**src/rtl/aria_round_ctrl.sv**
```systemverilog
// ---------------------------------------------------------------------------
// aria_round_ctrl
//
// Round controller for the ARIA 1.1 core. It sequences round-key expansion
// and block encryption/decryption. It drives the round-key address
// generator (rk_op/rk_en/rk_clr/st_ksize/flg_dec) and the per-round strobes
// of the round datapath. It also owns the start/done handshakes toward the
// host interface.
//
// Ports
//   clk, rst_n     clock; asynchronous active-low reset
//   ksize_i        key size, sampled on key_start (01=128, 10=192, 11=256)
//   key_start      request key expansion (single-cycle pulse)
//   blk_start      request one block operation (single-cycle pulse)
//   dec_i          direction, sampled on blk_start (1=decrypt)
//   abort          synchronous abort of the operation in progress
//   rk_op, rk_en   address-generator opcode and update enable
//   rk_clr         address-generator clear (one cycle after an abort)
//   st_ksize       latched key size
//   flg_dec        latched direction
//   ks_we          key-schedule round-key write enable
//   rnd_en         datapath round enable
//   rnd_first      first round of a block
//   rnd_last       last full round of a block
//   rnd_fin        final whitening-key XOR cycle
//   busy           controller not idle
//   key_rdy        a valid expanded key is held
//   kx_done        one-cycle pulse at the end of key expansion
//   blk_done       one-cycle pulse at the end of a block
//   err            one-cycle pulse on a rejected request
//
// Build option
//   ARIA_CTRL_BACK2BACK_EN: when defined, a blk_start that arrives during the
//   final whitening cycle starts the next block directly. This removes the
//   idle cycle between blocks.
// ---------------------------------------------------------------------------
module aria_round_ctrl #(
    parameter int CNT_W = 5
) (
    input  logic       clk,
    input  logic       rst_n,
    input  logic [1:0] ksize_i,
    input  logic       key_start,
    input  logic       blk_start,
    input  logic       dec_i,
    input  logic       abort,
    output logic [1:0] rk_op,
    output logic       rk_en,
    output logic       rk_clr,
    output logic [1:0] st_ksize,
    output logic       flg_dec,
    output logic       ks_we,
    output logic       rnd_en,
    output logic       rnd_first,
    output logic       rnd_last,
    output logic       rnd_fin,
    output logic       busy,
    output logic       key_rdy,
    output logic       kx_done,
    output logic       blk_done,
    output logic       err
);

    typedef enum logic [2:0] {
        S_IDLE,
        S_KX_LOAD,
        S_KX_RUN,
        S_R_LOAD,
        S_R_RUN,
        S_R_FINAL
    } state_t;

    state_t           r_state;
    logic [CNT_W-1:0] r_cnt;
    logic [1:0]       r_ksize;
    logic             r_dec;
    logic             r_keyRdy;
    logic             r_kxDone;
    logic             r_blkDone;
    logic             r_err;
    logic             r_rkClr;
    logic [CNT_W-1:0] w_lastRnd;
    logic             w_b2bTake;

    // Select the round count N for the latched key size. The round counter
    // is compared against N exactly, so it stays at or below 16. A latched
    // key size of 00 cannot occur while the controller is busy.
    always_comb begin
        case (r_ksize)
            2'b10:   w_lastRnd = CNT_W'(14);
            2'b11:   w_lastRnd = CNT_W'(16);
            default: w_lastRnd = CNT_W'(12);
        endcase
    end

    // In the back-to-back build, a new block may start from the final
    // whitening cycle. In the default build, that request is ignored in the
    // same way as any other request made while busy.
`ifdef ARIA_CTRL_BACK2BACK_EN
    assign w_b2bTake = blk_start & r_keyRdy;
`else
    assign w_b2bTake = 1'b0;
`endif

    // Main sequencer: state, round counter, latched configuration and the
    // registered pulses (kx_done, blk_done, err, rk_clr).
    // The pulses default low every cycle.
    // Abort takes priority over every transition in a non-idle state.
    // An abort leaves key_rdy unchanged: key_rdy is already 0 during key
    // expansion and stays 1 during a block.
    always_ff @(posedge clk or negedge rst_n) begin
        if (!rst_n) begin
            r_state   <= S_IDLE;
            r_cnt     <= '0;
            r_ksize   <= 2'b00;
            r_dec     <= 1'b0;
            r_keyRdy  <= 1'b0;
            r_kxDone  <= 1'b0;
            r_blkDone <= 1'b0;
            r_err     <= 1'b0;
            r_rkClr   <= 1'b0;
        end else begin
            r_kxDone  <= 1'b0;
            r_blkDone <= 1'b0;
            r_err     <= 1'b0;
            r_rkClr   <= 1'b0;
            if (abort && (r_state != S_IDLE)) begin
                r_rkClr <= 1'b1;
                r_state <= S_IDLE;
                r_cnt   <= '0;
            end else begin
                case (r_state)
                    S_IDLE: begin
                        if (key_start) begin
                            if (ksize_i != 2'b00) begin
                                r_ksize  <= ksize_i;
                                r_keyRdy <= 1'b0;
                                r_state  <= S_KX_LOAD;
                            end else begin
                                r_err <= 1'b1;
                            end
                        end else if (blk_start) begin
                            if (r_keyRdy) begin
                                r_dec   <= dec_i;
                                r_state <= S_R_LOAD;
                            end else begin
                                r_err <= 1'b1;
                            end
                        end
                    end
                    S_KX_LOAD: begin
                        r_cnt   <= '0;
                        r_state <= S_KX_RUN;
                    end
                    S_KX_RUN: begin
                        if (r_cnt == w_lastRnd) begin
                            r_keyRdy <= 1'b1;
                            r_kxDone <= 1'b1;
                            r_cnt    <= '0;
                            r_state  <= S_IDLE;
                        end else begin
                            r_cnt <= r_cnt + CNT_W'(1);
                        end
                    end
                    S_R_LOAD: begin
                        r_cnt   <= CNT_W'(1);
                        r_state <= S_R_RUN;
                    end
                    S_R_RUN: begin
                        if (r_cnt == w_lastRnd) begin
                            r_cnt   <= '0;
                            r_state <= S_R_FINAL;
                        end else begin
                            r_cnt <= r_cnt + CNT_W'(1);
                        end
                    end
                    S_R_FINAL: begin
                        r_blkDone <= 1'b1;
                        if (w_b2bTake) begin
                            r_dec   <= dec_i;
                            r_state <= S_R_LOAD;
                        end else begin
                            r_state <= S_IDLE;
                        end
                    end
                    default: begin
                        r_cnt   <= '0;
                        r_state <= S_IDLE;
                    end
                endcase
            end
        end
    end

    // Moore decode of the address-generator and datapath strobes from the
    // current state and round counter.
    always_comb begin
        rk_op     = 2'b00;
        rk_en     = 1'b0;
        ks_we     = 1'b0;
        rnd_en    = 1'b0;
        rnd_first = 1'b0;
        rnd_last  = 1'b0;
        rnd_fin   = 1'b0;
        busy      = (r_state != S_IDLE);
        case (r_state)
            S_KX_LOAD: begin
                rk_op = 2'b00;
                rk_en = 1'b1;
            end
            S_KX_RUN: begin
                rk_op = 2'b01;
                ks_we = 1'b1;
                rk_en = (r_cnt != w_lastRnd);
            end
            S_R_LOAD: begin
                rk_op = 2'b10;
                rk_en = 1'b1;
            end
            S_R_RUN: begin
                rk_op     = 2'b11;
                rk_en     = 1'b1;
                rnd_en    = 1'b1;
                rnd_first = (r_cnt == CNT_W'(1));
                rnd_last  = (r_cnt == w_lastRnd);
            end
            S_R_FINAL: begin
                rnd_fin = 1'b1;
            end
            default: begin
                rk_op = 2'b00;
            end
        endcase
    end

    assign st_ksize = r_ksize;
    assign flg_dec  = r_dec;
    assign key_rdy  = r_keyRdy;
    assign kx_done  = r_kxDone;
    assign blk_done = r_blkDone;
    assign err      = r_err;
    assign rk_clr   = r_rkClr;

endmodule

```
**config.mk**
```make
export PLATFORM = sky130hd
export DESIGN_NAME = aria_round_ctrl
export DESIGN_NICKNAME = d
export VERILOG_FILES = /design/src/rtl/aria_round_ctrl.sv
export SDC_FILE = /design/constraint.sdc
export NUM_CORES = 1
export LEC_CHECK = 0
export BUFFER_PORTS_ARGS = -buffer_cell sky130_fd_sc_hd__buf_2
export CORE_MARGIN = 2
export CORE_UTILIZATION = 40
export DETAILED_ROUTE_END_ITERATION = 8
export GPL_TIMING_DRIVEN = 0
export PLACE_DENSITY = 0.71
export SYNTH_ARGS = -nofsm -noshare
export SYNTH_HDL_FRONTEND = slang
export SYNTH_SLANG_ARGS = --single-unit
```
**constraint.sdc**
```tcl
create_clock -name clk -period 2.8 [get_ports clk]
set_input_delay 0.14 -clock clk [delete_from_list [all_inputs] [get_ports clk]]
set_output_delay 0.14 -clock clk [all_outputs]
set_load 0.02 [all_outputs]
```
Yosys cells after proc, flatten, opt, wreduce, memory -nomap -nowiden --
Index checks and enable logic that the tools add are counted.
Storage, ports and cells: output and inout port bits 17, memory bits (read-only) 0, latch bits 0, input port bits 8, word-level logic and storage cells 77, memories 0, register bits after elaboration 16, RAM bits 0
Cells by class: bitwise logic cells 2, divide/modulo/power cells 0, shifts and indexed selects 0, $add $sub $neg 1, equality and inequality tests 19, $lt $le $gt $ge 0, mux-type cells 34, reductions and logical operators 12, multipliers 0
Operator list (number):
- $mux W3 | 7
- $mux W1 | 19
- $pmux W3 S5 | 1
- $pmux W5 S3 | 1
- $reduce_and A5 Y1 | 3
- $ne A4 B4 Y1 const B | 3
- $mux W5 | 2
- $pmux W5 S2 | 1
- $eq A3 B2 Y1 const B | 2
- $eq A3 B3 Y1 const B | 2
- $ne A2 B2 Y1 const B | 3
- $ne A3 B3 Y1 const B | 2
- $pmux W2 S3 | 1
- $add A5 B1 Y5 const B | 1
- $eq A5 B1 Y1 const B | 1
- $eq A5 B5 Y1 | 1
- $ne A5 B5 Y1 | 1
- $eq A2 B2 Y1 const B | 2
- $pmux W1 S2 | 2
- $reduce_and A4 Y1 | 1
- $reduce_bool A2 Y1 | 2
- $reduce_or A2 Y1 | 2
- $eq A3 B1 Y1 const B | 1
- $logic_not A3 Y1 | 1
- other kinds (5) | 6

Depth between registers and ports, before layout --
Gate-level depths: netlist (run 1).
depth after elaboration 6, mapped depth 6

Worst setup path after synthesis (run 1) --
No wires, ideal clock.
kind reg2out, start point register r_ksize[1] (netlist: st_ksize[1]), end point output rnd_last, required time 2660 ps, path slack 1011 ps, cell stages (with the launch flop) 4, data arrival time 1649 ps, cells stage by stage dfrtp_1 a211o_1 a221o_2 nor3_1
Between the ends: word-level cells in the longest chain between the ends 4, elaborated cells on any way between the ends 5, classes of those cells eq/ne (3); mux (2)
Ends and longest elaborated chain:
- from (decl) | line 75 | logic [1:0] r_ksize;
- from (signal assigned) | line 136 | r_ksize <= ksize_i;
- $eq A2 B2 Y1 | line 89 | case (r_ksize)
- $pmux W5 S2 * | line 89
- $eq A5 B5 Y1 * | line 225 | rnd_last = (r_cnt == w_lastRnd);
- $mux W1 * | line 206 | case (r_state)
- to (decl) | line 55 | output logic rnd_last,
Mark *: on every way between the ends. The rest lies on a longest branch, timed or not.

Worst setup path after layout (run 1) --
start point register r_cnt[2], end point output rk_en
Between the ends: word-level cells in the longest chain between the ends 2
Ends and longest elaborated chain:
- from (decl) | line 74 | logic [CNT_W-1:0] r_cnt;
- from (signal assigned) | line 162 | r_cnt <= r_cnt + CNT_W'(1);
- from (signal assigned) | line 174 | r_cnt <= r_cnt + CNT_W'(1);
- $ne A5 B5 Y1 | line 214 | rk_en = (r_cnt != w_lastRnd);
- $pmux W1 S2 | line 206
- to (decl) | line 48 | output logic rk_en,
No other way between the ends.

==> results of run 1 <==
==> routing by layer <==
metal / GRT usage, % / share of wire (%) / routed length (um)
met5: 0 / 0 / 0
met4: 10.5 / 2.8 / 54
met3: 2.34 / 5.8 / 114
met2: 29.2 / 49 / 951
met1: 21.1 / 43 / 839
==> cells by family after synthesis <==
kind of cell | Yosys count | share of synthesized area, %
AO/OA/AOI/OAI | 25 | 18.8
multiplexers | 1 | 1.26
AND/OR/NAND/NOR | 49 | 27.8
flip-flops | 16 | 44.6
adder cells (fa/ha/maj) | 2 | 2.79
buffers and inverters | 9 | 4.74
==> cells in the mapped netlist, types with 2 or more instances <==
cell type / count
a21oi_1: 4
dfrtp_1: 16
ha_1: 2
inv_1: 5
nand2_1: 14
nand2b_1: 4
nand3_1: 6
nor2_1: 12
nor3_1: 6
o21ai_0: 9
==> repair_timing <==
action                    in CTS  in global routing
hold buffers                   1                  0
hold endpoints to repair      16                  0
gates resized for setup        0                  0
==> worst max-delay path: stages, from the launching register on <==
cell	delay [ps]
dfrtp_1	390
buf_6	130
o21ai_0	160
nand3_1	90
a221o_2	480
a21oi_1	170
o22ai_1	90
buf_2	180
==> flip-flops by register name, indices dropped and copies added (netlist names) <==
signal / cells
blk_done: 1
err: 1
flg_dec: 1
key_rdy: 1
kx_done: 1
r_cnt: 5
r_state: 3
rk_clr: 1
st_ksize: 2
==> path summary, 6_finish.rpt <==
check / endpoint / from
min: flg_dec$_DFFE_PN0P_ / dec_i
min in group asynchronous: r_cnt[3]$_DFFE_PN0P_ / rst_n
max: rk_en / r_cnt[2]$_DFFE_PN0P_
min reg2reg: flg_dec$_DFFE_PN0P_ / flg_dec$_DFFE_PN0P_
max in group asynchronous: r_state[2]$_DFFE_PN0P_ / rst_n
max reg2reg: flg_dec$_DFFE_PN0P_ / r_state[2]$_DFFE_PN0P_
==> metrics by stage <==
step	util [%]	cell area, um^2	instances	hold WS (ps)
floorplan	-	897	102	-156
global placement	48.3	1050	153	70.4
detailed placement	48.3	1050	153	76.5
CTS	50.4	1090	158	73.2
global route	50.4	1090	158	83.0
finish	50.4	1090	158	83.4
==> power by group <==
part / switching, uW / total, uW / internal (uW) / leakage [uW]
sequential: 62.4 / 353 / 291 / 0.000213
clock: 75.3 / 154 / 79.2 / 0.0000210
combinational: 349 / 519 / 170 / 0.000301
total: 486 / 1030 / 540 / 0.000536
==> layout make-up <==
type	instances	area, um^2
fill	222	1080
multi-input combinational	77	454
sequential	16	400
timing repair buffer	24	125
clock buffer	4	36.3
tap	28	35.0
buffer	4	23.8
inverter	5	18.8
==> impl_metrics.env, run 1 <==
export IMPL_wl_um=1960
export IMPL_core_um2=2170
export IMPL_dp_hpwl_um=1480
export IMPL_antenna_found_initial=0
export IMPL_routedWlPerCell_um=12.4
export IMPL_synth_edf_count=0
export IMPL_synth_top_cell_by_area="dfrtp_1"
export IMPL_ff2ff_setup_slack_ps=920
export IMPL_status="completed"
export IMPL_clockBufferDepth=2
export IMPL_cts_sinks=16
export IMPL_syn_avg_cell_area_um2=8.80
export IMPL_drt_iter0_drc=14
export IMPL_fp_dieW_um=51.4
export IMPL_cap_violations=0
export IMPL_worstPathMaxFanout=8
export IMPL_place_congestion=0.725
export IMPL_cts_tree="yes"
export IMPL_min_path_cells=2
export IMPL_via_count=832
export IMPL_synth_seq_cells=16
export IMPL_drc=0
export IMPL_syn_area_um2=897
export IMPL_p_total_uw=1030
export IMPL_preCtsSetupSlack_ps=966
export IMPL_async_reset_ff_share_pct=100
export IMPL_relSlewSlack_pct=58.4
export IMPL_ys_seq_area_share_pct=44.6
export IMPL_path_class="flip-flop to primary output"
export IMPL_cts_setup_buffers=0
export IMPL_mostFrequentLayoutCells="buf_2 (24), dfrtp_1 (16), nand2_1 (14)"
export IMPL_hp_class="input pin to flip-flop"
export IMPL_layout_nets=141
export IMPL_rsz0062_at_grt="no"
export IMPL_synthCells=102
export IMPL_grt_remaining_overflow=0
export IMPL_drive_gt1_share_pct=26.2
export IMPL_num_antenna_cells=0
export IMPL_setup_tns_ps=0
export IMPL_grt_pass1_vias=774
export IMPL_critPathArrivalTime_ps=1970
export IMPL_cts_root_buffer="clkbuf_4"
export IMPL_start_util_pct=41.3
export IMPL_syn_num_nets=112
export IMPL_dr_pass1_iters=4
export IMPL_grt_usage_pct=17.4
export IMPL_area_delta_synth_final_pct=21.9
export IMPL_layout_setup_ws_ps=688
export IMPL_clk_latency_ps=290
export IMPL_fmax_ghz=0.473
export IMPL_ys_types=34
export IMPL_synth_main_ff_cell="dfrtp_1"
export IMPL_r2r_cells=4
export IMPL_final_common_cell="buf_2"
export IMPL_num_rows=17
export IMPL_finalMaxSlewViolations=0
export IMPL_synth_area_leaders="dfrtp_1 (45%), nand2_1 (5.9%), o21ai_0 (5.0%)"
export IMPL_io_pins=25
export IMPL_hold_violations=0
export IMPL_yosys_warnings=0
export IMPL_grt_pass1_wl_um=3370
export IMPL_min_period_over_period_pct=75.4
export IMPL_worstPathRequired_ps=2660
export IMPL_tightest_slew_ps=620
export IMPL_die_h_um=51.4
export IMPL_cp_start_kind="flip-flop"
export IMPL_port_buffers=23
export IMPL_htreeDepth=1
export IMPL_finalSetupViolCount=0
export IMPL_clkTransAtPathRegs_ps=100
export IMPL_fin_crit_ps=2110
export IMPL_clock_skew_final_ps=7.40
export IMPL_grt_max_degree=17
export IMPL_end_kind="primary output"
export IMPL_ant_nets=0
export IMPL_viasPerCell=5.27
export IMPL_power_density_nw_per_um2=939
export IMPL_yosysTopAreaCellShare_pct=44.6
export IMPL_die_area_um2=2640
export IMPL_p_leak_uw=0.000536
export IMPL_cts_buffers=3
export IMPL_vdd_drop_max_mv=0.544
(Power assumes the default switching activity.)
==> run 2: changes to the inputs <==
--- a/config.mk
+++ b/config.mk
@@ -5,12 +5,13 @@
 export SDC_FILE = /design/constraint.sdc
 export NUM_CORES = 1
 export LEC_CHECK = 0
+export ABC_AREA = 1
 export BUFFER_PORTS_ARGS = -buffer_cell sky130_fd_sc_hd__buf_2
 export CORE_MARGIN = 2
 export CORE_UTILIZATION = 40
 export DETAILED_ROUTE_END_ITERATION = 8
 export GPL_TIMING_DRIVEN = 0
-export PLACE_DENSITY = 0.71
+export PLACE_DENSITY = 0.7
 export SYNTH_ARGS = -nofsm -noshare
 export SYNTH_HDL_FRONTEND = slang
 export SYNTH_SLANG_ARGS = --single-unit
==> constraint.sdc (replaced) <==
create_clock -name clk -period 2.2 [get_ports clk]
set_input_delay 0.11 -clock clk [delete_from_list [all_inputs] [get_ports clk]]
set_output_delay 0.11 -clock clk [all_outputs]
set_load 0.02 [all_outputs]
==> run 2 against run 1 <==
Net effect:
- design area is 6.5% higher
- synthesized cell count is 20% higher
- setup slack worse by 220 ps
- clock power is 30% higher
- sequential share of layout area is 2.2 points lower
- power is 49% higher
- global-route usage is 0.062 points higher
- non-clock buffer count is 3 lower
- via count is 6.4% higher
- sequential cell count stayed put
- largest power group unchanged
==> impl_metrics.env, run 2 <==
export IMPL_clock_skew_final_ps=2.24
export IMPL_htreeDepth=1
export IMPL_drc=0
export IMPL_yosysTopAreaCellShare_pct=41.6
export IMPL_ys_types=22
export IMPL_ys_seq_area_share_pct=41.6
export IMPL_synth_edf_count=0
export IMPL_p_clk_share_pct=13.1
export IMPL_area_delta_synth_final_pct=20.9
export IMPL_grt_pass1_wl_um=3530
export IMPL_synth_top_cell_by_area="dfrtp_1"
export IMPL_clk_latency_ps=290
export IMPL_core_um2=2250
export IMPL_seqPwrFrac_pct=30.1
export IMPL_die_h_um=53.1
export IMPL_async_reset_ff_share_pct=100
export IMPL_cts_buffers=3
export IMPL_yosys_warnings=0
export IMPL_port_buffers=24
export IMPL_slowest_stage="dfrtp_1"
export IMPL_vdd_drop_max_mv=0.703
export IMPL_power_density_nw_per_um2=1310
export IMPL_max_stage_delay_ps=460
export IMPL_synth_common_cells="nand2_1 (29), dfrtp_1 (16), inv_1 (16)"
export IMPL_relSlewSlack_pct=76.0
export IMPL_regMostFlops="r_cnt"
export IMPL_layout_nets=162
export IMPL_p_leak_uw=0.000679
export IMPL_cp_start_kind="flip-flop"
export IMPL_tightest_slew_ps=360
export IMPL_min_period_over_period_pct=78.7
export IMPL_worstPathRequired_ps=2090
export IMPL_min_path_cells=3
export IMPL_n_fill_cell=232
export IMPL_num_rows=17
export IMPL_hp_class="input pin to flip-flop"
export IMPL_via_count=885
export IMPL_dp_hpwl_um=1620
export IMPL_cts_sinks=16
export IMPL_die_area_um2=2820
export IMPL_crit_top_cell="nand2_1"
export IMPL_grt_max_degree=17
export IMPL_whs_ps=30.5
export IMPL_antenna_found_initial=0
export IMPL_end_kind="primary output"
export IMPL_finalSetupViolCount=0
export IMPL_worst_path_buf_inv=1
export IMPL_grt_remaining_overflow=0
export IMPL_grt_usage_pct=17.5
export IMPL_fp_dieW_um=53.1
export IMPL_clkTransAtPathRegs_ps=100
export IMPL_swShare_pct=50.3
export IMPL_synth_area_leaders="dfrtp_1 (42%), nand2_1 (11%), inv_1 (6.2%)"
export IMPL_syn_avg_cell_area_um2=7.90
export IMPL_path_class="flip-flop to primary output"
export IMPL_power_internal_uw=759
export IMPL_status="completed"
export IMPL_syn_num_nets=132
export IMPL_drive_gt1_share_pct=32.5
export IMPL_cp_cell_sequence="nor2_1 > nand2_1 > a21oi_2 > nand2_4 > nand2_1 > nand4_1 > buf_2"
export IMPL_final_common_cell="nand2_1"
export IMPL_synth_seq_cells=16
export IMPL_synthCells=122
export IMPL_cts_setup_buffers=0
export IMPL_io_pins=25
export IMPL_ant_nets=0
export IMPL_cap_violations=0
export IMPL_grt_pass1_vias=839
export IMPL_worstPathMaxFanout=9
export IMPL_mostFrequentLayoutCells="nand2_1 (29), buf_2 (24), inv_1 (16), dfrtp_1 (16), nand3_1 (11)"
export IMPL_finalMaxSlewViolations=0
export IMPL_rsz0062_at_grt="no"
export IMPL_routedWlPerCell_um=11.4
export IMPL_num_antenna_cells=0
export IMPL_power_frac_comb_pct=56.9
export IMPL_worstSetupPathDepth=7
export IMPL_cts_root_buffer="clkbuf_4"
export IMPL_cts_tree="yes"
export IMPL_wl_um=2040
export IMPL_switchingPower_uw=768
export IMPL_dr_pass1_iters=4
export IMPL_synth_most_common_cell="nand2_1"
export IMPL_synth_main_ff_cell="dfrtp_1"
export IMPL_fmax_ghz=0.577
export IMPL_viasPerCell=4.94
export IMPL_place_congestion=0.808
export IMPL_clockBufferDepth=2
export IMPL_critPathArrivalTime_ps=1620
export IMPL_r2r_cells=8
export IMPL_start_util_pct=42.7
export IMPL_fin_crit_ps=1730
export IMPL_drt_iter0_drc=17
export IMPL_cp_top_family="simple AND/OR/NAND/NOR gates"
export IMPL_setup_tns_ps=0
export IMPL_hold_violations=0
export IMPL_syn_area_um2=963
export IMPL_largest_register_ffs=5
## run 2: changes by cell type in the layout (fill, tap and decap cells not counted), sizes merged, moves of 3 or more
cell    before  now
nand2       14   34
inv          5   22
nand3        6   13
nand2b       4    0
o21ai       10    6
nand4        0    3
xor2         0    3
## run 2: what timing repair did
action / 4_1_cts / 5_1_grt
endpoints found under the hold margin: 16 / 0
resized for setup: 0 / 0
hold buffers: 1 / 0
## run 2: cell type report
class / instances / area [um^2] / area share, %
clock buffers: 4 / 36.3 / 3.11
inverters: 22 / 87.6 / 7.52
multi-input cells: 84 / 475 / 40.8
flip-flops and latches: 16 / 400 / 34.4
well taps: 28 / 35.0 / 3.01
repair buffers: 25 / 130 / 11.2
## run 2: final timing paths
| path | slack [ps] | start | end |
|---|---|---|---|
| hold reg to reg | 510 | flg_dec$_DFFE_PN0P_ | flg_dec$_DFFE_PN0P_ |
| min in group asynchronous | 250 | rst_n | r_state[2]$_DFFE_PN0P_ |
| setup reg to reg | 840 | r_cnt[2]$_DFFE_PN0P_ | r_cnt[0]$_DFFE_PN0P_ |
| max in group asynchronous | 1690 | rst_n | st_ksize[0]$_DFFE_PN0P_ |
| setup / recovery | 470 | r_cnt[2]$_DFFE_PN0P_ | rk_en |
| hold / removal | 30 | ksize_i[1] | st_ksize[1]$_DFFE_PN0P_ |
## run 2: metrics by stage
stage	utilization, %	cell area (um^2)	setup slack (ps)	total power [uW]	cells
floorplan	-	963	786	1110	122
global placement	49.6	1120	811	1310	174
detailed placement	49.6	1120	795	1330	174
CTS	51.7	1160	465	1530	179
global route	51.7	1160	302	1650	179
finish	51.7	1160	468	1530	179
## run 2: cells by family after synthesis
group | Yosys count | synth area share (%)
compound gates | 10 | 5.58
xor+xnor | 3 | 2.73
fa+ha+maj | 2 | 2.60
buf+inv | 22 | 9.09
flops | 16 | 41.6
mux | 1 | 1.56
simple gates | 68 | 36.9
## run 2: power by group through the flow
stage / Sequential, uW / Clock, uW / Combinational (uW)
3_3_place_gp: 461 / 0 / 849
5_1_grt: 471 / 217 / 962
3_5_place_dp: 466 / 0 / 866
4_1_cts: 460 / 198 / 872
6_report: 460 / 200 / 869
2_1_floorplan: 512 / 0 / 593
## run 2: layer usage
metal / vias to the layer above / global-route usage (%) / routed length (um)
li1: 442 / - / -
met1: 417 / 21.4 / 899
met2: 21 / 29.6 / 1020
met3: 5 / 2.54 / 86
met4: 0 / 8.97 / 36
met5: - / 0 / 0
## run 2: worst register-to-register path: cells and delay by family, from the launching register on
family	cells	cell delay [ps]
and+or+nand+nor	7	620
DFF	1	460
AOI/OAI and AO/OA	1	190
==> run 3: changes to the inputs <==
==> constraint.sdc (replaced) <==
create_clock -name clk -period 1.8 [get_ports clk]
set_input_delay 0.09 -clock clk [delete_from_list [all_inputs] [get_ports clk]]
set_output_delay 0.09 -clock clk [all_outputs]
set_load 0.02 [all_outputs]
==> run 3 against run 2 <==
Net effect:
- wire length up 0.20%
- critical path depth unchanged
- combinational power rose by 23%
- core utilization grew 0.50 points
- sequential share of layout area decreased by 0.22 points
- sequential power grew 22%
- setup slack lost 340 ps
- via count is 0.45% higher
- first-iteration DRC count did not move
- worst hold slack lost 20 ps
- clock skew about the same
- cell count up 0.56%
- largest cell class unchanged
- largest power group unchanged
==> impl_metrics.env, run 3 (synthesis gave the netlist of run 2 again) <==
export IMPL_status="completed"
export IMPL_worstHoldEndpoint="st_ksize[1]$_DFFE_PN0P_"
export IMPL_largest_register_ffs=5
export IMPL_cts_tree="yes"
export IMPL_end_kind="primary output"
export IMPL_dpl_cell_area_um2=1120
export IMPL_fin_area_um2=1180
export IMPL_ff2ff_setup_slack_ps=470
export IMPL_place_congestion=0.808
export IMPL_routedWlPerCell_um=11.4
export IMPL_dp_hpwl_um=1620
export IMPL_worstPathRequired_ps=1710
export IMPL_global_route_usage_met3_pct=2.54
export IMPL_hp_class="input pin to flip-flop"
export IMPL_worstHoldStart="ksize_i[1]"
export IMPL_die_area_um2=2820
export IMPL_die_h_um=53.1
export IMPL_clkTransAtPathRegs_ps=100
export IMPL_clockBufferDepth=2
export IMPL_via_count=889
export IMPL_final_common_cell="nand2_1"
export IMPL_grt_pass1_vias=839
export IMPL_grt_max_degree=17
export IMPL_dr_pass1_iters=4
export IMPL_grt_pass1_wl_um=3530
export IMPL_mostFrequentLayoutCells="nand2_1 (29), buf_2 (24), inv_1 (16)"
export IMPL_finalMaxSlewViolations=0
export IMPL_worst_path_buf_inv=1
export IMPL_regArea_um2=402
export IMPL_regMostFlops="r_cnt"
export IMPL_io_pins=25
export IMPL_tightest_slew_ps=360
export IMPL_port_buffers=24
export IMPL_cp_top_family="simple AND/OR/NAND/NOR gates"
export IMPL_grt_remaining_overflow=0
export IMPL_cp_cell_sequence="nor2_2 > nand2_1 > a21oi_2 > nand2_4 > nand2_1 > nand4_1 > buf_2"
export IMPL_vdd_drop_max_mv=0.859
export IMPL_hold_violations=0
export IMPL_cp_start_kind="flip-flop"
export IMPL_max_stage_delay_ps=460
export IMPL_core_um2=2250
export IMPL_drc=0
export IMPL_power_density_nw_per_um2=1600
export IMPL_clock_skew_final_ps=2.20
export IMPL_n_fill_cell=230
export IMPL_multi_input_area_um2=478
export IMPL_use_met2_pct=29.6
export IMPL_cap_violations=0
export IMPL_cts_sinks=16
export IMPL_p_leak_uw=0.000683
export IMPL_grt_usage_pct=17.5
export IMPL_r2r_start="r_cnt[2]$_DFFE_PN0P_"
export IMPL_clk_latency_ps=290
export IMPL_grt_use_met1_pct=21.4
export IMPL_htreeDepth=1
export IMPL_fmax_ghz=0.596
export IMPL_cts_root_buffer="clkbuf_4"
export IMPL_path_class="flip-flop to primary output"
export IMPL_fin_crit_ps=1680
export IMPL_area_delta_synth_final_pct=22.1
export IMPL_num_antenna_cells=0
export IMPL_whs_ps=10.2
export IMPL_drive_gt1_share_pct=34.2
export IMPL_relSlewSlack_pct=76.0
export IMPL_setup_tns_ps=0
export IMPL_start_util_pct=42.7
export IMPL_crit_top_cell="nand2_1"
export IMPL_antenna_found_initial=0
export IMPL_viasPerCell=4.94
export IMPL_p_total_uw=1880
export IMPL_cts_buffers=3
export IMPL_finalSetupViolCount=0
export IMPL_drt_iter0_drc=17
export IMPL_fp_dieW_um=53.1
export IMPL_min_period_over_period_pct=93.2
export IMPL_grt_busiest_layer="met2"
export IMPL_r2r_cells=8
export IMPL_ant_nets=0
export IMPL_r2r_end="r_cnt[0]$_DFFE_PN0P_"
export IMPL_wl_um=2040
export IMPL_layout_nets=163
export IMPL_slowest_stage="dfrtp_2"
export IMPL_num_rows=17
export IMPL_rsz0062_at_grt="no"
export IMPL_min_path_cells=3
export IMPL_critPathArrivalTime_ps=1590
export IMPL_worstPathMaxFanout=9
## run 3: worst reg2reg max path, stage by stage, from the launching register on
cell	delay, ps
dfrtp_2	460
nor2_2	140
nand2_1	70
a21oi_2	190
nand2_4	120
nand2_1	90
nand2_1	50
nand2_1	60
nand2_1	50
## run 3: layout make-up
cell class	instances	area share, %
multi-input combinational	84	40.6
sequential	16	34.1
timing repair buffer	26	11.7
inverter	22	7.45
clock buffer	4	3.09
tap	28	2.98
## run 3: repair_timing
action                                 4_1_cts  5_1_grt
hold buffers                                 1        0
setup endpoints to repair                    0        2
resized for setup                            0        2
endpoints found under the hold margin       16        0
buffers inserted                             0        1
## run 3: metal layers
layer	vias up	share of wire, %
met2	21	50
li1	444	-
met5	-	0
met3	5	4.2
met1	419	44
met4	0	1.8
## run 3: worst max-delay path by stage
stage           endpoint  slack [ps]  cells after the start              startpoint
2_1_floorplan  rnd_first         410                      5  r_state[0]$_DFFE_PN0P_
3_3_place_gp       rk_en         430                      7    r_cnt[2]$_DFFE_PN0P_
3_5_place_dp       rk_en         410                      7    r_cnt[2]$_DFFE_PN0P_
4_1_cts            rk_en          80                      7    r_cnt[2]$_DFFE_PN0P_
5_1_grt            rk_en           3                      7    r_cnt[2]$_DFFE_PN0P_
6_report           rk_en         120                      7    r_cnt[2]$_DFFE_PN0P_
## run 3: stage by stage
stage | instances | utilization, % | setup WS (ps)
after floorplan | 122 | - | 406
after global placement | 174 | 49.6 | 431
after detailed placement | 174 | 49.6 | 415
after CTS | 179 | 51.7 | 84.8
after global routing | 180 | 52.2 | 2.51
final | 180 | 52.2 | 123
## run 3: where the power goes
group          leakage (uW)  switching, uW  total (uW)  internal (uW)
Combinational      0.000450            721        1070            353
Clock             0.0000210            121         244            123
Sequential         0.000211            101         563            462
